$ cat src/rtl/adc_sample_capture.sv
`default_nettype none
// ============================================================================
// Module   : adc_sample_capture
// Purpose  : Phase-timed ADC capture, optional block averaging, valid/ready FIFO.
// Revision : 1.0
// ============================================================================
module adc_sample_capture #(
  parameter int DATA_W       = 9,
  parameter int CONV_CYCLES  = 16,
  parameter int SAMPLE_PHASE = 15,
  parameter int LOG2_AVG     = 2,
  parameter int DEPTH        = 8
) (
  input  logic                     clock,
  input  logic                     reset,
  input  logic                     enable,
  input  logic [DATA_W-1:0]        adc_data,
  output logic                     out_valid,
  input  logic                     out_ready,
  output logic [DATA_W-1:0]        out_bits,
  output logic [$clog2(DEPTH):0]   count,
  output logic                     overflow,
  input  logic                     overflow_clear,
  output logic                     sample_strobe
);

  localparam int PH_W  = (CONV_CYCLES > 1) ? $clog2(CONV_CYCLES) : 1;
  localparam int ACC_W = DATA_W + LOG2_AVG;
  localparam int CNT_W = (LOG2_AVG > 0) ? LOG2_AVG : 1;
  localparam int AW    = $clog2(DEPTH);

  logic [PH_W-1:0]   r_phase;
  logic [DATA_W-1:0] r_sample;
  logic              r_strobe;
  logic [ACC_W-1:0]  r_acc;
  logic [CNT_W-1:0]  r_acc_cnt;
  logic [DATA_W-1:0] r_mem [DEPTH];
  logic [AW-1:0]     r_wr_ptr;
  logic [AW-1:0]     r_rd_ptr;
  logic [AW:0]       r_count;
  logic              r_overflow;
  logic [DATA_W-1:0] r_hold;

  logic              w_capture;
  logic              w_last;
  logic [ACC_W-1:0]  w_sum;
  logic [DATA_W-1:0] w_result;
  logic              w_push;
  logic              w_pop;
  logic              w_full;
  logic              w_write;
  logic              w_drop;

  assign w_capture = enable && (r_phase == PH_W'(SAMPLE_PHASE));
  assign w_last    = (r_acc_cnt == CNT_W'((2 ** LOG2_AVG) - 1));
  // Sum cannot overflow: at most 2^LOG2_AVG full-scale samples fit in ACC_W bits.
  assign w_sum     = r_acc + ACC_W'(r_sample);
  assign w_result  = DATA_W'(w_sum >> LOG2_AVG);

  assign w_push  = r_strobe && w_last;
  assign w_pop   = out_valid && out_ready;
  assign w_full  = (r_count == (AW + 1)'(DEPTH));
  assign w_write = w_push && (!w_full || w_pop);
  assign w_drop  = w_push && w_full && !w_pop;

  always_ff @(posedge clock) begin
    if (reset) begin
      r_phase  <= '0;
      r_sample <= '0;
      r_strobe <= 1'b0;
    end else begin
      r_strobe <= w_capture;
      if (w_capture) r_sample <= adc_data;
      if (!enable)
        r_phase <= '0;
      else if (r_phase == PH_W'(CONV_CYCLES - 1))
        r_phase <= '0;
      else
        r_phase <= r_phase + 1'b1;
    end
  end

  // A capture registered just before enable drops still pushes its result,
  // but a partial block is discarded.
  always_ff @(posedge clock) begin
    if (reset || !enable) begin
      r_acc     <= '0;
      r_acc_cnt <= '0;
    end else if (r_strobe) begin
      if (w_last) begin
        r_acc     <= '0;
        r_acc_cnt <= '0;
      end else begin
        r_acc     <= w_sum;
        r_acc_cnt <= r_acc_cnt + 1'b1;
      end
    end
  end

  always_ff @(posedge clock) begin
    if (w_write && !reset) r_mem[r_wr_ptr] <= w_result;
  end

  always_ff @(posedge clock) begin
    if (reset) begin
      r_wr_ptr   <= '0;
      r_rd_ptr   <= '0;
      r_count    <= '0;
      r_overflow <= 1'b0;
      r_hold     <= '0;
    end else begin
      if (w_write) r_wr_ptr <= r_wr_ptr + 1'b1;
      if (w_pop) begin
        r_rd_ptr <= r_rd_ptr + 1'b1;
        r_hold   <= r_mem[r_rd_ptr];
      end
      if (w_write && !w_pop)
        r_count <= r_count + 1'b1;
      else if (w_pop && !w_write)
        r_count <= r_count - 1'b1;
      if (w_drop)
        r_overflow <= 1'b1;
      else if (overflow_clear)
        r_overflow <= 1'b0;
    end
  end

  assign out_valid     = (r_count != '0);
  assign out_bits      = out_valid ? r_mem[r_rd_ptr] : r_hold;
  assign count         = r_count;
  assign overflow      = r_overflow;
  assign sample_strobe = r_strobe;

endmodule
`default_nettype wire

$ cat config.mk
export PLATFORM = sky130hd
export DESIGN_NAME = adc_sample_capture
export DESIGN_NICKNAME = d
export VERILOG_FILES = /design/src/rtl/adc_sample_capture.sv
export SDC_FILE = /design/constraint.sdc
export NUM_CORES = 1
export LEC_CHECK = 0
export CAP_MARGIN = 30
export CORE_MARGIN = 2
export CORE_UTILIZATION = 62
export CTS_BUF_LIST = sky130_fd_sc_hd__clkbuf_4
export DETAILED_ROUTE_END_ITERATION = 16
export PLACE_DENSITY = 0.82
export REMOVE_ABC_BUFFERS = 1
export SLEW_MARGIN = 20
export SYNTH_ARGS = -nofsm -noshare
export SYNTH_HDL_FRONTEND = slang
export SYNTH_SLANG_ARGS = --single-unit
$ cat constraint.sdc
create_clock -name clock -period 3.2 [get_ports clock]
set_input_delay 0.64 -clock clock [delete_from_list [all_inputs] [get_ports clock]]
set_output_delay 0.64 -clock clock [all_outputs]
set_load 0.005 [all_outputs]
==> metrics.cfg <==
[floorplan]
die_h_um=96.7
core_area_um2=8260
start_util_pct=64.5
rows=33
boundaryPins=30
die_w_um=96.7
dieArea_um2=9340

[routing]
drc_errors=0
wl_met1_um=4170
detail_route.first_pass.iterations=4
route.met3.wl_um=555
route.met2.wl_um=5070
final_antenna_net_count=0
drt-total-wl_um=9910
wl_per_cell_um=17.6
drtIter0Drc=156
vias=3339
via_per_inst=5.92
topRoutingLayerUsed=met4

[sta]
setup_viol=0
tightest_slew_ns=0.889
finalClockSkew_ns=0.0173
hold_violations=0
slew_headroom_pct=40.5
clock.fmax_mhz=328
min_period_over_period_pct=95.4
setup_ws_ns=0.148
period_needed_ns=3.05
maxSlewViolCount=0

[layout]
diodes=0
area_growth_pct=13.8
final_nets=478
fin_cells=564
layout-drive-gt1-share_pct=21.1

[synth]
synthTopCellsByArea=edfxtp_1 (41%), dfxtp_1 (19%), mux4_2 (7.6%), ha_1 (3.8%), nor2_1 (3.1%)
synth_seq_cells=122
synth-edff-count=72
synth_area_per_cell_um2=13.2
syn-cell-area_um2=5320
async_reset_ff_share_pct=0
syn_inst=403
synth_warnings=0
synth_cell_types=53
yosysSeqAreaShare_pct=59.4
synth_ff_type=edfxtp_1
synth_top_area_share_pct=40.6
synth_area_leader_cell=edfxtp_1

[setup_path]
rrSetupSlack_ns=0.43
critPathMaxFanout=18
rr_worst_depth=11
critPathCaptureType=output pin
worstSetupPathType=reg -> out
crit_required_ns=2.56
start_kind=register
r2r-start=count[3]
rr_endpoint=count[3]
cp.arrival_ns=2.41

[global_route]
grt_pass1_vias=3285
grt_usage_pct=22.4
antenna_found_initial=0
grt_max_degree=28
grt_pass1_wl_um=16200
grt_overflow=0

[power]
peakVddDrop_v=0.000299
finalPower_mw=3.63
powerDensity_nw_per_um2=600
p_leak_nw=2.19

[clocking]
clkSlewWorstSetupHoldPaths_ns=0.11
cts_made_buffers=17
cts_root_buf=clkbuf_4
cts_tree=built
clock_sinks=122
cts_hold_buf=0
htree_levels=4
clockBufferDepth=2
clk_latency_ns=0.51
postCtsSetupBuffers=0

[worst_hold_path]
hp-start=r_sample[4]
whs_endpoint=r_sample[4]
whs_path_depth=2
hold_class=reg -> reg

[outcome]
status=complete, no violations

[placement]
place_inst=532
pre_cts_slack_ns=0.239
gp_congestion=0.818
dp_hpwl_um=6690
io_buffers=29

[flow_run]
cap_violations=0

## cell usage after synthesis (5+ instances only)
cell      number
xor2_1         6
mux4_2        18
a21o_1         9
a211oi_2       9
xnor2_1        9
ha_1          16
nor3_1         6
nor2_1        44
mux2i_1       12
dfxtp_1       50
edfxtp_1      72
inv_1          6
a21oi_1       32
nand2_1       34
and3_1         5
clkbuf_1       8
## cell type report
type,count,area [um2]
sequential,122,3160
fill,542,2200
inverter,6,22.5
clock buffer,18,135
multi-input combinational,255,2080
tap,105,131
timing repair buffer,44,415
clock inverter,14,108
## stage by stage
stage                     TNS (ns)  hold slack [ns]  util, %  cell area, um2
after floorplan                  0            0.435        -            5210
after global placement           0            0.455     69.8            5770
after detailed placement         0            0.460     69.8            5770
after CTS                        0            0.476     73.0            6030
after global routing      -0.00206            0.490     73.4            6060
final                            0            0.473     73.4            6060
## per-layer routing
layer	GRT usage [%]	vias up
li1	-	1592
met1	28.8	1630
met2	37.7	104
met3	5.56	13
met4	7.58	0
met5	0	-
## critical path: stages, from the launching register on
cell             delay (ns)
dfxtp_1                0.37
buf_12                 0.20
mux4_2                 0.55
mux2i_2                0.23
a21oi_1                0.11
clkdlybuf4s50_1        0.45
## registers in the layout, summed over array words and instances, names as in the netlist, 3 cells and up, named ones only
register and flops:
r_phase 4, r_hold 9, r_mem 72, r_sample 9, r_rd_ptr 3, r_acc 11
count 4, r_wr_ptr 3
## cell usage in the layout, fill, tap and decap left out, types with 14 or more instances in the layout
cell type,Yosys,layout
dfxtp_1,50,50
a21oi_1,32,32
buf_4,1,14
nand2_1,34,34
ha_1,16,16
mux4_2,18,18
clkbuf_4,0,18
nor2_1,44,44
edfxtp_1,72,72
clkdlybuf4s50_1,0,29
## what timing repair did
action	CTS	global route
cloned	0	0
resized for setup	4	7
setup endpoints to repair	9	9
## worst max-delay path by stage
stage	end	startpoint
global placement	count[3]	out_ready
floorplan	count[3]	count[0]
global route	out_bits[4]	register
finish	out_bits[8]	register
detailed placement	count[3]	out_ready
CTS	out_bits[7]	register
## cells by family after synthesis
group | share of synthesized area (%)
compound gates | 10.4
xor+xnor | 2.77
fa+ha+maj | 4.51
buf+inv | 2.59
flops | 59.4
mux | 9.87
simple gates | 10.4
## where the power goes
group          total, mW  switching, mW  internal, mW  leakage, nW
registers           1.77         0.0564          1.71         1.09
logic              0.933          0.420         0.513        0.973
clock network      0.934          0.554         0.381        0.131
(Power assumes the default switching activity.)
